==> src/rtl/calc_op_sequencer_if.sv <==
// Command handshake between the middleware and the calculator execution stage.
// The master issues opcode/operand under valid; the slave answers with ready.
interface calc_op_sequencer_if #(
    parameter int n = 16
) ();
    logic         cmd_valid;
    logic         cmd_ready;
    logic [2:0]   cmd_op;
    logic [n-1:0] cmd_operand;

    modport master (
        output cmd_valid,
        output cmd_op,
        output cmd_operand,
        input  cmd_ready
    );

    modport slave (
        input  cmd_valid,
        input  cmd_op,
        input  cmd_operand,
        output cmd_ready
    );
endinterface

==> src/rtl/calc_op_sequencer.sv <==
// Accumulator execution stage: single-cycle ALU ops plus an n-cycle shift-add
// multiply, with the accumulator driven straight onto result every clock.
module calc_op_sequencer #(
    parameter int n  = 16,
    parameter int CW = 5
) (
    input  logic               clk,
    input  logic               rst_n,
    calc_op_sequencer_if.slave cmd,
    output logic [n-1:0]       result,
    output logic               result_valid,
    output logic               busy,
    output logic               ovf,
    output logic               zero
);
    localparam logic [2:0] OP_LOAD = 3'b000;
    localparam logic [2:0] OP_ADD  = 3'b001;
    localparam logic [2:0] OP_SUB  = 3'b010;
    localparam logic [2:0] OP_MUL  = 3'b011;
    localparam logic [2:0] OP_AND  = 3'b100;
    localparam logic [2:0] OP_OR   = 3'b101;
    localparam logic [2:0] OP_XOR  = 3'b110;

    typedef enum logic [1:0] {
        IDLE     = 2'd0,
        EXEC     = 2'd1,
        MUL_ITER = 2'd2
    } state_t;

    state_t         state;
    state_t         state_nxt;
    logic [2:0]     op_q;
    logic [n-1:0]   operand_q;
    logic [CW-1:0]  cnt;
    logic [2*n-1:0] partial;
    logic [2*n-1:0] partial_nxt;
    logic [n:0]     alu_res;
    logic           accept;
    logic           mul_last;

    // Bit n of the return value carries the ovf flag (carry or borrow).
    function automatic logic [n:0] alu(input logic [2:0] op,
                                       input logic [n-1:0] a,
                                       input logic [n-1:0] b);
        logic [n:0] r;
        r = '0;
        case (op)
            OP_LOAD: r = {1'b0, b};
            OP_ADD:  r = {1'b0, a} + {1'b0, b};
            OP_SUB:  r = {1'b0, a} - {1'b0, b};
            OP_AND:  r = {1'b0, a & b};
            OP_OR:   r = {1'b0, a | b};
            OP_XOR:  r = {1'b0, a ^ b};
            default: r = '0;
        endcase
        return r;
    endfunction

    function automatic logic [2*n-1:0] mul_step(input logic [2*n-1:0] acc2,
                                                input logic [n-1:0]   mcand,
                                                input logic [n-1:0]   mplier,
                                                input logic [CW-1:0]  bitpos);
        logic [n-1:0] sel;
        sel = mplier >> bitpos;
        if (sel[0])
            return acc2 + ({{n{1'b0}}, mcand} << bitpos);
        return acc2;
    endfunction

    assign cmd.cmd_ready = (state == IDLE);
    assign busy          = (state != IDLE);
    assign accept        = cmd.cmd_valid && (state == IDLE);
    assign mul_last      = (state == MUL_ITER) && (cnt == CW'(n - 1));
    assign zero          = (result == '0);
    assign alu_res       = alu(op_q, result, operand_q);
    // result holds throughout a multiply, so it doubles as the multiplicand.
    assign partial_nxt   = mul_step(partial, result, operand_q, cnt);

    always_ff @(posedge clk or negedge rst_n) begin
        if (!rst_n)
            state <= IDLE;
        else
            state <= state_nxt;
    end

    always_comb begin
        state_nxt = state;
        case (state)
            IDLE: begin
                if (cmd.cmd_valid) begin
                    if (cmd.cmd_op == OP_MUL)
                        state_nxt = MUL_ITER;
                    else
                        state_nxt = EXEC;
                end
            end
            EXEC:     state_nxt = IDLE;
            MUL_ITER: if (mul_last) state_nxt = IDLE;
            default:  state_nxt = IDLE;
        endcase
    end

    always_ff @(posedge clk or negedge rst_n) begin
        if (!rst_n) begin
            op_q         <= '0;
            operand_q    <= '0;
            cnt          <= '0;
            partial      <= '0;
            result       <= '0;
            ovf          <= 1'b0;
            result_valid <= 1'b0;
        end else begin
            result_valid <= 1'b0;
            if (accept) begin
                op_q      <= cmd.cmd_op;
                operand_q <= cmd.cmd_operand;
                cnt       <= '0;
                partial   <= '0;
            end
            if (state == EXEC) begin
                result       <= alu_res[n-1:0];
                ovf          <= alu_res[n];
                result_valid <= 1'b1;
            end
            if (state == MUL_ITER) begin
                partial <= partial_nxt;
                cnt     <= cnt + CW'(1);
                if (mul_last) begin
                    result       <= partial_nxt[n-1:0];
                    ovf          <= |partial_nxt[2*n-1:n];
                    result_valid <= 1'b1;
                    cnt          <= '0;
                end
            end
        end
    end
endmodule

==> src/flat_wrapper.sv <==
// flat-port wrapper written by rule: the top's interface ports become plain ports
module calc_op_sequencer_flat 
#(
    parameter int n  = 16,
    parameter int CW = 5
)
  (clk, rst_n, result, result_valid, busy, ovf, zero, cmd_cmd_valid, cmd_cmd_op, cmd_cmd_operand, cmd_cmd_ready);
  calc_op_sequencer_if #(.n(n)) cmd_i ();
  input  logic clk;
  input  logic rst_n;
  output logic [n-1:0] result;
  output logic result_valid;
  output logic busy;
  output logic ovf;
  output logic zero;
  input wire logic [$bits(cmd_i.cmd_valid)-1:0] cmd_cmd_valid;
  input wire logic [$bits(cmd_i.cmd_op)-1:0] cmd_cmd_op;
  input wire logic [$bits(cmd_i.cmd_operand)-1:0] cmd_cmd_operand;
  output wire logic [$bits(cmd_i.cmd_ready)-1:0] cmd_cmd_ready;
  assign cmd_i.cmd_valid = cmd_cmd_valid;
  assign cmd_i.cmd_op = cmd_cmd_op;
  assign cmd_i.cmd_operand = cmd_cmd_operand;
  assign cmd_cmd_ready = cmd_i.cmd_ready;
  calc_op_sequencer #(.n(n), .CW(CW)) u_core (.clk(clk), .rst_n(rst_n), .cmd(cmd_i), .result(result), .result_valid(result_valid), .busy(busy), .ovf(ovf), .zero(zero));
endmodule
==> config.mk <==
export PLATFORM = sky130hd
export DESIGN_NAME = calc_op_sequencer_flat
export DESIGN_NICKNAME = d
export VERILOG_FILES = /design/src/rtl/calc_op_sequencer_if.sv /design/src/rtl/calc_op_sequencer.sv /design/src/flat_wrapper.sv
export SDC_FILE = /design/constraint.sdc
export NUM_CORES = 1
export LEC_CHECK = 0
export ABC_AREA = 1
export BUFFER_PORTS_ARGS = -buffer_cell sky130_fd_sc_hd__buf_4
export CAP_MARGIN = 20
export CORE_ASPECT_RATIO = 1.1
export CORE_UTILIZATION = 60
export CTS_BUF_LIST = sky130_fd_sc_hd__clkbuf_8 sky130_fd_sc_hd__clkbuf_16
export CTS_CLUSTER_SIZE = 24
export DETAILED_ROUTE_END_ITERATION = 10
export GPL_ROUTABILITY_DRIVEN = 0
export GPL_TIMING_DRIVEN = 0
export HOLD_SLACK_MARGIN = 0.02
export PLACE_DENSITY = 0.78
export SLEW_MARGIN = 0
export SYNTH_ARGS = -nofsm -noshare
export SYNTH_HDL_FRONTEND = slang
export SYNTH_SLANG_ARGS = --single-unit
export TNS_END_PERCENT = 10
==> constraint.sdc <==
create_clock -name clk -period 7.93 [get_ports clk]
set_clock_uncertainty 0.15 [all_clocks]
set_input_delay 1.586 -clock clk [delete_from_list [all_inputs] [get_ports clk]]
set_output_delay 1.586 -clock clk [all_outputs]
set_load 0.02 [all_outputs]
# Yosys cells after proc, flatten, opt, wreduce, memory -nomap -nowiden
# Cells that the tools add are included.
# Widths: inputs -> output; s select.
dict set report totals {
  in_bits 22
  register_bits 76
  elab_cells 59
}
dict set report op_classes {
  shifts 2
  n_addsub 4
  eq_ne 11
  reduce_logical 9
  bitwise 3
  n_mux 22
}
# op count
set ops {}
lappend ops {{$mux 32} 4}
lappend ops {{$pmux 17 s6} 1}
lappend ops {{$mux 16} 3}
lappend ops {{$add 32x32->32} 1}
lappend ops {{$shl 16x5->32} 1}
lappend ops {{$add 16x16->17} 1}
lappend ops {{$sub 16x16->17} 1}
lappend ops {{$and 16x16->16} 1}
lappend ops {{$logic_not 16->1} 1}
lappend ops {{$or 16x16->16} 1}
lappend ops {{$reduce_or 16->1} 1}
lappend ops {{$shr 16x5->1} 1}
lappend ops {{$xor 16x16->16} 1}
lappend ops {{$mux 5} 3}
lappend ops {{$eq 3x3->1 const B} 3}
lappend ops {{$mux 1} 7}
lappend ops {{$eq 3x2->1 const B} 2}
lappend ops {{$mux 2} 3}
lappend ops {{$add 5x1->5 const B} 1}
lappend ops {{$eq 5x4->1 const B} 1}
lappend ops {{$pmux 2 s2} 1}
lappend ops {{$reduce_bool 2->1} 2}
lappend ops {{$eq 3x1->1 const B} 1}
lappend ops {{$logic_not 3->1} 1}
lappend ops {{7 further kinds} 8}

# Longest topological paths before layout
# Gate-level depths: netlist (run 1).
dict set report logic_depth {
  depth_word 7
  depth_mapped 31
}

# Least setup slack after synthesis (run 1)
# OpenSTA, ideal clock, no wires.
dict set report synth_path {
  path_type {register to register}
  startpoint {register u_core.cnt[0]}
  endpoint {register u_core.ovf}
  path_buffers 3
  path_stages_with_launch 28
  required_time_ps 7664
  arrival_ps 3070
  path_slack_ps 4594
  cell_sequence {dfrtp_1 > buf_6 > buf_6 > buf_2 > nand2_1 > o21ai_0 > or2_2 > o21ai_0 > nor2_1 > inv_1 > nand2_1 > o21ai_0 > nor2_1 > ha_1 > nand2_1 > nor2_1 > inv_1 > nor2_1 > and2_1 > nand2_1 > nand3_1 > nand3_1 > nand2_1 > nand2_1 > nor2_1 > nand3_1 > nor2_1 > nor2_1}
}
dict set report synth_via {
  elab_chain_len 7
  word_cells_on_any_way 11
}
# element line_no
set synth_lines {}
lappend synth_lines {{start: declaration} calc_op_sequencer.sv:34} ;# logic [CW-1:0] cnt;
lappend synth_lines {{start signal: assignment} calc_op_sequencer.sv:127} ;# cnt <= cnt + CW'(1);
lappend synth_lines {{$shl 16x5->32} calc_op_sequencer.sv:66} ;# return acc2 + ({{n{1'b0}}, mcand} << bitpos);
lappend synth_lines {{$add 32x32->32} calc_op_sequencer.sv:66}
lappend synth_lines {{$mux 32} calc_op_sequencer.sv:65} ;# if (sel[0])
lappend synth_lines {{$mux 32} calc_op_sequencer.sv:67} ;# return acc2;
lappend synth_lines {{$reduce_or 16->1} calc_op_sequencer.sv:130} ;# ovf <= |partial_nxt[2*n-1:n];
lappend synth_lines {{$mux 1 *} calc_op_sequencer.sv:128} ;# if (mul_last) begin
lappend synth_lines {{$mux 1 *} calc_op_sequencer.sv:125} ;# if (state == MUL_ITER) begin
lappend synth_lines {{end signal: assignment} calc_op_sequencer.sv:122} ;# ovf <= alu_res[n];
lappend synth_lines {{end signal: assignment} calc_op_sequencer.sv:130}
lappend synth_lines {{end: declaration} calc_op_sequencer.sv:13} ;# output logic ovf,
# Every way passes the cells marked *; elsewhere a longest branch is shown, timed or not. The select of a mux whose other input is x is not followed.
# A chain may end at the register's enable or synchronous reset.

# Worst setup path after layout (run 1)
# Same ends and word-level chain as after synthesis.

==> out/metrics.yaml, run 1 <==
cts_setup_buffers: 0
required_ns: 8.02
track_usage: 0.384
postSynthRegisterBits: 76
postRouteAntennaNets: 0
grt_pass1_wl_um: 45400
cts_num_sinks: 76
rr_endpoint: "u_core.ovf$_DFF_PN0_"
cts.repair.resized: 0
setup_slack_ns: 3.58
root_buffer: "clkbuf_16"
dp.cells: 1684
drtIter0Drc: 1138
finalWirelength_um: 28600
num-fill-cells: 1390
finalNonFillerCells: 1700
cts.clk_slew.worst_paths_ns: 0.06
multi_input_area_um2: 5830
max_cap_violations: 0
hp-class: "flip-flop to flip-flop"
io_buffers: 42
rsz0062_at_grt: "no"
tns_ns: 0
first_pass_iters: 6
register_area_um2: 1900
synthDistinctLibCells: 44
rows: 46
synth_edf_count: 0
synth_area_um2: 8840
coreArea_um2: 14400
ioPinCount: 43
ys.flop_type: "dfrtp_1"
endpoint_kind: "flip-flop"
fmax_mhz: 230
yosys_warnings: 0
dp_slack_ns: 3.72
layout_common_cells: "nand2_1 (449), inv_1 (232), o21ai_0 (118), nor2_1 (115), ha_1 (81)"
antenna_found_initial: 0
syn_to_final_growth_pct: 9.88
final_nets: 1608
avgSynthCellArea_um2: 6.09
start_util: 0.614
grt_max_degree: 77
finalHoldViolations: 0
fin_crit_sh: 0.548
cp_data_arrival_time_ns: 4.44
cts_max_level: 3
dieArea_um2: 15200
drive_above_1_share: 0.0623
critPathLaunchType: "flip-flop"
p_per_area_nw_per_um2: 389
cts_tree: "built"
clk_latency_ns: 0.35
dp.final_hpwl_um: 23000
setup_viol: 0
via_count: 9792
final_common_cell: "nand2_1"
synthesis.instances: 1450
endpoint: "u_core.ovf$_DFF_PN0_"
vdd_drop_max_mv: 0.178
die_w_um: 118
die_h_um: 129
reg2reg_depth: 22
synth-async-reset-ratio: 1.00
crit_fanout: 10
min_period_ns: 4.35
worst_pin_slew_ns: 1.03
drc: 0
reg2reg_from: "u_core.cnt[0]$_DFFE_PN0P_"
r2r_slack_ns: 3.58
hold_buffers: 0
setup.worst_path.start: "u_core.cnt[0]$_DFFE_PN0P_"
grt_pass1_vias: 9058
yosysSeqAreaShare: 0.215
status: "complete, no violations"
syn-num-nets: 1555
gr-total-overflow: 0
drv_slew: 0
utilization: 0.675
leakagePower_nw: 5.27
wl_per_cell_um: 16.8
diodes: 0
critPathKind: "flip-flop to flip-flop"
max_slew_margin: 0.315
vias_per_cell: 5.76
cts_max_path_buffers: 2
cts_made_buffers: 9
## cells in the mapped netlist, types with 2 or more instances
library cell,instances,area [um2]
nor2_1,115,432
clkbuf_1,25,93.8
and2_1,3,18.8
nor2_2,2,12.5
o21bai_1,4,30.0
nand2_1,449,1690
a22oi_1,2,15.0
nand3_1,74,370
inv_1,231,867
xor2_1,26,228
buf_6,3,33.8
clkinv_1,4,15.0
o21ai_1,5,25.0
a21oi_1,65,325
a21o_1,3,22.5
o211ai_1,7,52.6
buf_2,10,50.1
nand4_1,13,81.3
a221oi_1,9,78.8
fa_1,2,40.0
a211oi_1,2,15.0
a31oi_1,6,37.5
or2_2,8,50.1
o22ai_1,32,200
o21ai_0,118,591
dfrtp_1,76,1900
mux2i_1,12,120
buf_1,2,7.51
o221ai_1,6,52.6
ha_1,81,1010
nand3_2,2,20.0
buf_4,2,15.0
a22o_1,3,26.3
xnor2_1,3,26.3
nand3b_1,5,37.5
nor3_1,20,100
nor4_1,3,18.8
o2111ai_1,5,43.8
inv_2,7,26.3
## flip-flops by register name, indices dropped and copies added, names as in the netlist
register and flops:
u_core.cnt 5, u_core.op_q 3, u_core.operand_q 16, u_core.ovf 1
u_core.partial 32, u_core.result 16, u_core.result_valid 1, u_core.state 2
## through the flow
stage                     power [mW]  hold WS, ns  instance area (um2)
after floorplan                 2.47        0.326                 8840
final                           3.78        0.386                 9710
after global placement          3.19        0.353                 9390
after global routing            4.09        0.438                 9710
after CTS                       3.71        0.384                 9710
after detailed placement        3.24        0.373                 9390
## worst min path at each step
stage	start	slack, ns	endpoint	cells past startpoint
3_3_place_gp	u_core.partial[14]$_DFFE_PN0P_	0.35	u_core.partial[14]$_DFFE_PN0P_	2
6_report	u_core.partial[14]$_DFFE_PN0P_	0.39	u_core.partial[14]$_DFFE_PN0P_	2
4_1_cts	u_core.partial[14]$_DFFE_PN0P_	0.38	u_core.partial[14]$_DFFE_PN0P_	2
3_5_place_dp	u_core.partial[14]$_DFFE_PN0P_	0.37	u_core.partial[14]$_DFFE_PN0P_	2
5_1_grt	u_core.partial[14]$_DFFE_PN0P_	0.44	u_core.partial[14]$_DFFE_PN0P_	2
2_1_floorplan	u_core.partial[12]$_DFFE_PN0P_	0.33	u_core.partial[12]$_DFFE_PN0P_	2
## critical path: stages (launching register included)
cell and delay [ns]:
dfrtp_1 0.39, buf_6 0.15, buf_6 0.13, clkbuf_1 0.20, nand2_1 0.09, o21ai_0 0.13, o21ai_0 0.33, mux2i_1 0.16
o21ai_0 0.38, o21ai_0 0.23, ha_1 0.42, nand2_1 0.15, nor3_1 0.31, and2_1 0.18, nand2_1 0.11, nand3_1 0.11
nand3_1 0.09, nand2_1 0.08, nand2_1 0.05, nor2_1 0.08, nand3_1 0.08, nor2_1 0.18, nor2_1 0.06
## final cells by class
cell class	count	share of cell area
multi-input combinational	1090	0.600
sequential	76	0.196
inverter	242	0.0935
timing repair buffer	42	0.0325
tap	192	0.0247
clock buffer	9	0.0232
buffer	42	0.0206
clock inverter	7	0.00953
## power breakdown
group	total, mW	switching, mW	internal, mW
sequential	0.674	0.164	0.510
combinational	2.65	1.77	0.878
clock	0.452	0.178	0.274
total	3.78	2.11	1.66
## per-layer routing
metal	vias up	GRT usage	wire length [um]
met5	-	0	0
met4	0	0.293	2100
li1	4801	-	-
met2	434	0.658	13300
met1	4427	0.436	11400
met3	130	0.0585	1750
## logic make-up (layout without fill, tap and decap cells)
family / after synthesis / count (layout) / synth area share
AND/OR/NAND/NOR: 695 / 695 / 0.321
XOR/XNOR: 29 / 29 / 0.0287
AO/OA/AOI/OAI: 271 / 271 / 0.177
flip-flops: 76 / 76 / 0.215
buffers and inverters: 284 / 342 / 0.125
adder cells (fa/ha/maj): 83 / 83 / 0.119
multiplexers: 12 / 12 / 0.0136
Power figures use the tool's default switching activity.
==> inputs of run 2 (changes only) <==
- clock period: 7.93 -> 4.4 ns (I/O delays scaled with it)
==> run 2 against run 1 <==
Global-route usage unchanged. Sequential power increased by 80%. Maximum frequency increased by 2.0%. Via count about the same. Largest power group unchanged. Setup slack got worse by 3.4 ns. Combinational power increased by 81%. Hold slack about the same. Largest cell class unchanged. Final cell count unchanged. Die area unchanged.
==> out/metrics.yaml, run 2 (synthesis results as in run 1) <==
num-fill-cells: 1388  # -0.14%
final_nets: 1608  # unchanged
dieArea_um2: 15200  # unchanged
grt_max_degree: 77  # unchanged
dp.cells: 1684  # unchanged
wl_per_cell_um: 16.8  # about the same
drive_above_1_share: 0.0650  # +0.00265
root_buffer: "clkbuf_16"
via_count: 9798  # +0.061%
grt_pass1_vias: 9058  # unchanged
finalNonFillerCells: 1700  # unchanged
gr-total-overflow: 0  # unchanged
fmax_mhz: 235  # +2.0%
vdd_drop_max_mv: 0.329  # +84%
crit_fanout: 10  # unchanged
cp_data_arrival_time_ns: 4.35  # -0.09 ns
postRouteAntennaNets: 0  # unchanged
critPathLaunchType: "flip-flop"
hold_path_depth: 2  # unchanged
max_slew_margin: 0.308  # -0.00666
first_pass_iters: 8  # +2
p_comb_frac: 0.702  # about the same
ioPinCount: 43  # unchanged
reg2reg_from: "u_core.cnt[0]$_DFFE_PN0P_"
routed-wl-met3_um: 1650  # -5.4%
cts_made_buffers: 9  # unchanged
track_usage: 0.384  # unchanged
io_buffers: 42  # unchanged
diodes: 0  # unchanged
drc: 0  # unchanged
dr_wl_met2_um: 13400  # about the same
fin_crit_sh: 0.968  # +0.420
hold-path-endpoint: "u_core.partial[14]$_DFFE_PN0P_"
r2r_slack_ns: 0.14  # -3.44 ns
seqPwrFrac: 0.178  # about the same
p_int_mw: 3.00  # +81%
cts.clk_slew.worst_paths_ns: 0.06  # about the same
cpPeakStageDelay_ns: 0.39  # -0.03 ns
net-switching-power_mw: 3.82  # +81%
vias_per_cell: 5.76  # about the same
min_from: "u_core.partial[14]$_DFFE_PN0P_"
post_dp_cell_area_um2: 9390  # unchanged
reg2reg_depth: 27  # +23%
dp_slack_ns: 0.186  # -3.53 ns
leakagePower_nw: 5.28  # +0.11%
cts_max_path_buffers: 2  # unchanged
cp_top_family: "simple AND/OR/NAND/NOR gates"
path_common_cell: "nand2_1"
coreArea_um2: 14400  # unchanged
top_layer: "met4"
worst_pin_slew_ns: 1.04  # +0.00999 ns
antenna_found_initial: 0  # unchanged
clk_latency_ns: 0.35  # about the same
cts_num_sinks: 76  # unchanged
layout_common_cells: "nand2_1 (449), inv_1 (232), o21ai_0 (115), nor2_1 (114), ha_1 (81)"
setup_viol: 0  # unchanged
dp.final_hpwl_um: 23000  # unchanged
top_register: "u_core.partial"
status: "complete, no violations"
design_area_um2: 9730  # +0.15%
drv_slew: 0  # unchanged
rsz0062_at_grt: "yes"
endpoint_kind: "flip-flop"
hp-class: "flip-flop to flip-flop"
finalPower_mw: 6.82  # +81%
setup_slack_ns: 0.140  # -3.44 ns
swShare: 0.560  # about the same
min_period_ns: 4.26  # -0.0861 ns
die_w_um: 118  # unchanged
top_regs: "u_core.partial: 32 flops, u_core.operand_q: 16 flops, u_core.result: 16 flops"
cts_max_level: 3  # unchanged
rr_endpoint: "u_core.ovf$_DFF_PN0_"
p_per_area_nw_per_um2: 701  # +80%
power.share.clock: 0.120  # about the same
tns_ns: 0  # unchanged
start_util: 0.614  # unchanged
die_h_um: 129  # unchanged
rows: 46  # unchanged
max_cap_violations: 0  # unchanged
final_common_cell: "nand2_1"
syn_to_final_growth_pct: 10.1
finalWirelength_um: 28600  # about the same
critPathKind: "flip-flop to flip-flop"
grt_pass1_wl_um: 45400  # unchanged
utilization: 0.676  # +0.00104
hold_ws_ns: 0.386  # +0.000155 ns
cts_setup_buffers: 0  # unchanged
largest_register_ffs: 32  # unchanged
cp_slowest_cell: "dfrtp_1"
critPathBufInv: 4  # +1
required_ns: 4.49  # -3.53 ns
finalHoldViolations: 0  # unchanged
cts_tree: "built"
wirelength_met1_um: 11500  # +0.76%
drtIter0Drc: 1015  # -11%
[run 2: cell count changes in the layout (fill, tap and decap cells not counted)]
cell | previous run | this run
o21ai_0 | 118 | 115
o21ai_1 | 5 | 8
clkbuf_1 | 25 | 23
a31oi_1 | 6 | 5
a31oi_2 | 0 | 1
buf_1 | 2 | 3
clkbuf_2 | 0 | 1
nor2_1 | 115 | 114
nor2_2 | 2 | 3
nor3_1 | 20 | 19
nor3_2 | 0 | 1
[run 2: routing by layer]
layer  global-route usage  vias to the layer above
met2                0.658                      431
met1                0.436                     4435
li1                     -                     4805
met5                    0                        -
met3               0.0585                      127
met4                0.293                        0
[run 2: layout make-up]
| class | count | area (um2) | area share |
|---|---|---|---|
| Sequential cell | 76 | 1900 | 0.196 |
| Clock inverter | 7 | 92.6 | 0.00952 |
| Buffer | 42 | 201 | 0.0207 |
| Tap cell | 192 | 240 | 0.0247 |
| Multi-Input combinational cell | 1090 | 5840 | 0.601 |
| Inverter | 242 | 908 | 0.0934 |
| Timing Repair Buffer | 42 | 315 | 0.0324 |
| Clock buffer | 9 | 225 | 0.0232 |
[run 2: worst min-delay path, stage by stage, from the launching register on]
cell,delay [ns]
dfrtp_1,0.38
nand2_1,0.06
o21ai_0,0.06
[run 2: how the worst max path moves through the flow]
| stage | from | to | slack, ns | cells past startpoint |
|---|---|---|---|---|
| CTS | u_core.cnt[0]$_DFFE_PN0P_ | u_core.ovf$_DFF_PN0_ | 0.16 | 22 |
| global placement | u_core.cnt[0]$_DFFE_PN0P_ | u_core.ovf$_DFF_PN0_ | 0.24 | 21 |
| floorplan | u_core.cnt[0]$_DFFE_PN0P_ | u_core.ovf$_DFF_PN0_ | 1.06 | 27 |
| finish | u_core.cnt[0]$_DFFE_PN0P_ | u_core.ovf$_DFF_PN0_ | 0.14 | 27 |
| detailed placement | u_core.cnt[0]$_DFFE_PN0P_ | u_core.ovf$_DFF_PN0_ | 0.19 | 22 |
| global route | u_core.cnt[0]$_DFFE_PN0P_ | u_core.ovf$_DFF_PN0_ | -0.11 | 27 |
[run 2: power groups by stage]
stage	combinational [mW]	clock [mW]	sequential, mW
floorplan	3.25	0	1.20
detailed placement	4.63	0	1.21
finish	4.79	0.816	1.21
global placement	4.54	0	1.20
CTS	4.67	0.819	1.20
global route	5.31	0.847	1.24
[run 2: what timing repair did]
action	CTS	global route
hold buffers	0	0
endpoints found under the hold margin	0	0
gates resized for setup	0	9
endpoints found under the setup margin	0	7
==> inputs of run 3 (changes only) <==
- GPL_TIMING_DRIVEN: 0 -> 1
==> run 3 against run 2 <==
Sequential cell count unchanged. Global-route usage down 0.61 points. Combinational power down 4%. Clock power down 13%. Via count down 2.4%. Die area unchanged. First-iteration DRC count down 29%. Largest cell class unchanged. Design area down 1.1%.
==> out/metrics.yaml, run 3 (synthesis results as in run 1) <==
status: "complete, no violations"
start_util: 0.614  # unchanged
track_usage: 0.378  # -0.00606
top_regs: "u_core.partial: 32 flops, u_core.operand_q: 16 flops, u_core.result: 16 flops"
die_w_um: 118  # unchanged
largest_register_ffs: 32  # unchanged
drtIter0Drc: 716  # -29%
first_pass_iters: 5  # -3
die_h_um: 129  # unchanged
max_cap_violations: 0  # unchanged
root_buffer: "clkbuf_16"
drive_above_1_share: 0.0661  # +0.00110
cts_max_level: 3  # unchanged
cp_data_arrival_time_ns: 4.18  # -0.17 ns
io_buffers: 42  # unchanged
setup_slack_ns: 0.315  # +0.176 ns
via_count: 9561  # -2.4%
min_period_ns: 4.08  # -0.176 ns
hold_ws_ns: 0.230  # -0.157 ns
max_slew_margin: 0.382  # +0.0733
endpoint_kind: "flip-flop"
grt_pass1_vias: 8955  # -1.1%
critPathBufInv: 2  # -2
final_common_cell: "nand2_1"
worst_pin_slew_ns: 0.924  # -0.113 ns
ioPinCount: 43  # unchanged
hp-class: "input port to asynchronous set/reset pin"
cts_max_path_buffers: 2  # unchanged
coreArea_um2: 14400  # unchanged
design_area_um2: 9610  # -1.1%
utilization: 0.668  # -0.00774
top_usage_layer: "met2"
grt_use_met3: 0.0638  # +0.00528
grt_max_degree: 77  # unchanged
cts_made_buffers: 9  # unchanged
leakagePower_nw: 5.24  # -0.75%
crit_fanout: 31  # +21
vias_per_cell: 5.71  # -0.96%
post_dp_cell_area_um2: 9310  # -0.85%
required_ns: 4.50  # about the same
diodes: 0  # unchanged
critical_path.cell_chain: "buf_4 > o21ai_0 > o21ai_0 > nand2_1 > nand2_1 > nand2_1 > o21ai_0 > nor2_1 > ha_1 > nand2_1 > nor2_2 > inv_1 > nor2_1 > nand3b_1 > nand4_1 > nand3_1 > nand2_1 > nand2_1 > nor2_1 > nand3_1 > nor2_1 > nor2_1"
cpPeakStageDelay_ns: 0.48  # +0.09 ns
setup_viol: 0  # unchanged
dp_slack_ns: 0.231  # +0.0451 ns
tns_ns: 0  # unchanged
fin_crit_sh: 0.928  # -0.0399
cp_slowest_cell: "dfrtp_2"
layout_common_cells: "nand2_1 (449), inv_1 (232), o21ai_0 (118), nor2_1 (114), ha_1 (81)"
drc: 0  # unchanged
finalNonFillerCells: 1675  # -1.5%
use_met1: 0.450  # +0.0133
reg2reg_depth: 22  # -19%
critPathKind: "flip-flop to flip-flop"
cts_tree: "built"
antenna_found_initial: 0  # unchanged
use_met2: 0.644  # -0.0145
wl_per_cell_um: 16.7  # -0.67%
syn_to_final_growth_pct: 8.79
path_common_cell: "nand2_1"
finalWirelength_um: 28000  # -2.1%
num-fill-cells: 1420  # +2.3%
finalPower_mw: 6.54  # -4.1%
dieArea_um2: 15200  # unchanged
dp.cells: 1658  # -1.5%
finalHoldViolations: 0  # unchanged
grt_pass1_wl_um: 45200  # -0.27%
dp.final_hpwl_um: 21800  # -5.2%
rows: 46  # unchanged
p_per_area_nw_per_um2: 681  # -3.0%
critPathLaunchType: "flip-flop"
cts.clk_slew.worst_paths_ns: 0.07  # about the same
crit_cells: 22  # -19%
final_nets: 1583  # -1.6%
rsz0062_at_grt: "no"
drv_slew: 0  # unchanged
postRouteAntennaNets: 0  # unchanged
vdd_drop_max_mv: 0.303  # -8.0%
top_register: "u_core.partial"
cts_num_sinks: 76  # unchanged
cts_setup_buffers: 0  # unchanged
fmax_mhz: 245  # +4.3%
clk_latency_ns: 0.36  # about the same
cp_top_family: "simple AND/OR/NAND/NOR gates"
gr-total-overflow: 0  # unchanged
run 3: power breakdown:
| part | total [mW] | internal, mW | switching [mW] |
|---|---|---|---|
| clock network | 0.713 | 0.379 | 0.334 |
| registers | 1.22 | 0.920 | 0.298 |
| logic | 4.61 | 1.54 | 3.07 |
| total | 6.54 | 2.84 | 3.70 |
run 3: repair_timing:
action | in CTS | in global routing
hold buffers | 0 | 0
gates resized for setup | 0 | 2
hold endpoints to repair | 0 | 0
setup endpoints to repair | 0 | 1
run 3: worst paths after layout:
kind / start / to / slack, ns
max: u_core.cnt[0]$_DFFE_PN0P_ / u_core.ovf$_DFF_PN0_ / 0.32
min: rst_n / u_core.partial[20]$_DFFE_PN0P_ / 0.23
max reg2reg: u_core.cnt[0]$_DFFE_PN0P_ / u_core.ovf$_DFF_PN0_ / 0.32
min reg2reg: u_core.op_q[1]$_DFFE_PN0P_ / u_core.op_q[1]$_DFFE_PN0P_ / 0.38
max in group asynchronous: rst_n / u_core.operand_q[12]$_DFFE_PN0P_ / 3.25
min in group clk: u_core.op_q[1]$_DFFE_PN0P_ / u_core.op_q[1]$_DFFE_PN0P_ / 0.38
run 3: layer usage:
| layer | routed length (um) | up-vias |
|---|---|---|
| li1 | - | 4759 |
| met1 | 11400 | 4300 |
| met2 | 13100 | 390 |
| met3 | 1860 | 112 |
| met4 | 1610 | 0 |
| met5 | 0 | - |
run 3: layout make-up:
type | count | area, um2 | share of cell area
well taps | 192 | 240 | 0.0250
inverters | 242 | 908 | 0.0945
flip-flops and latches | 76 | 1900 | 0.198
repair buffers | 59 | 463 | 0.0482
multi-input cells | 1090 | 5830 | 0.606
clock inverters | 7 | 45.0 | 0.00469
clock buffers | 9 | 225 | 0.0234
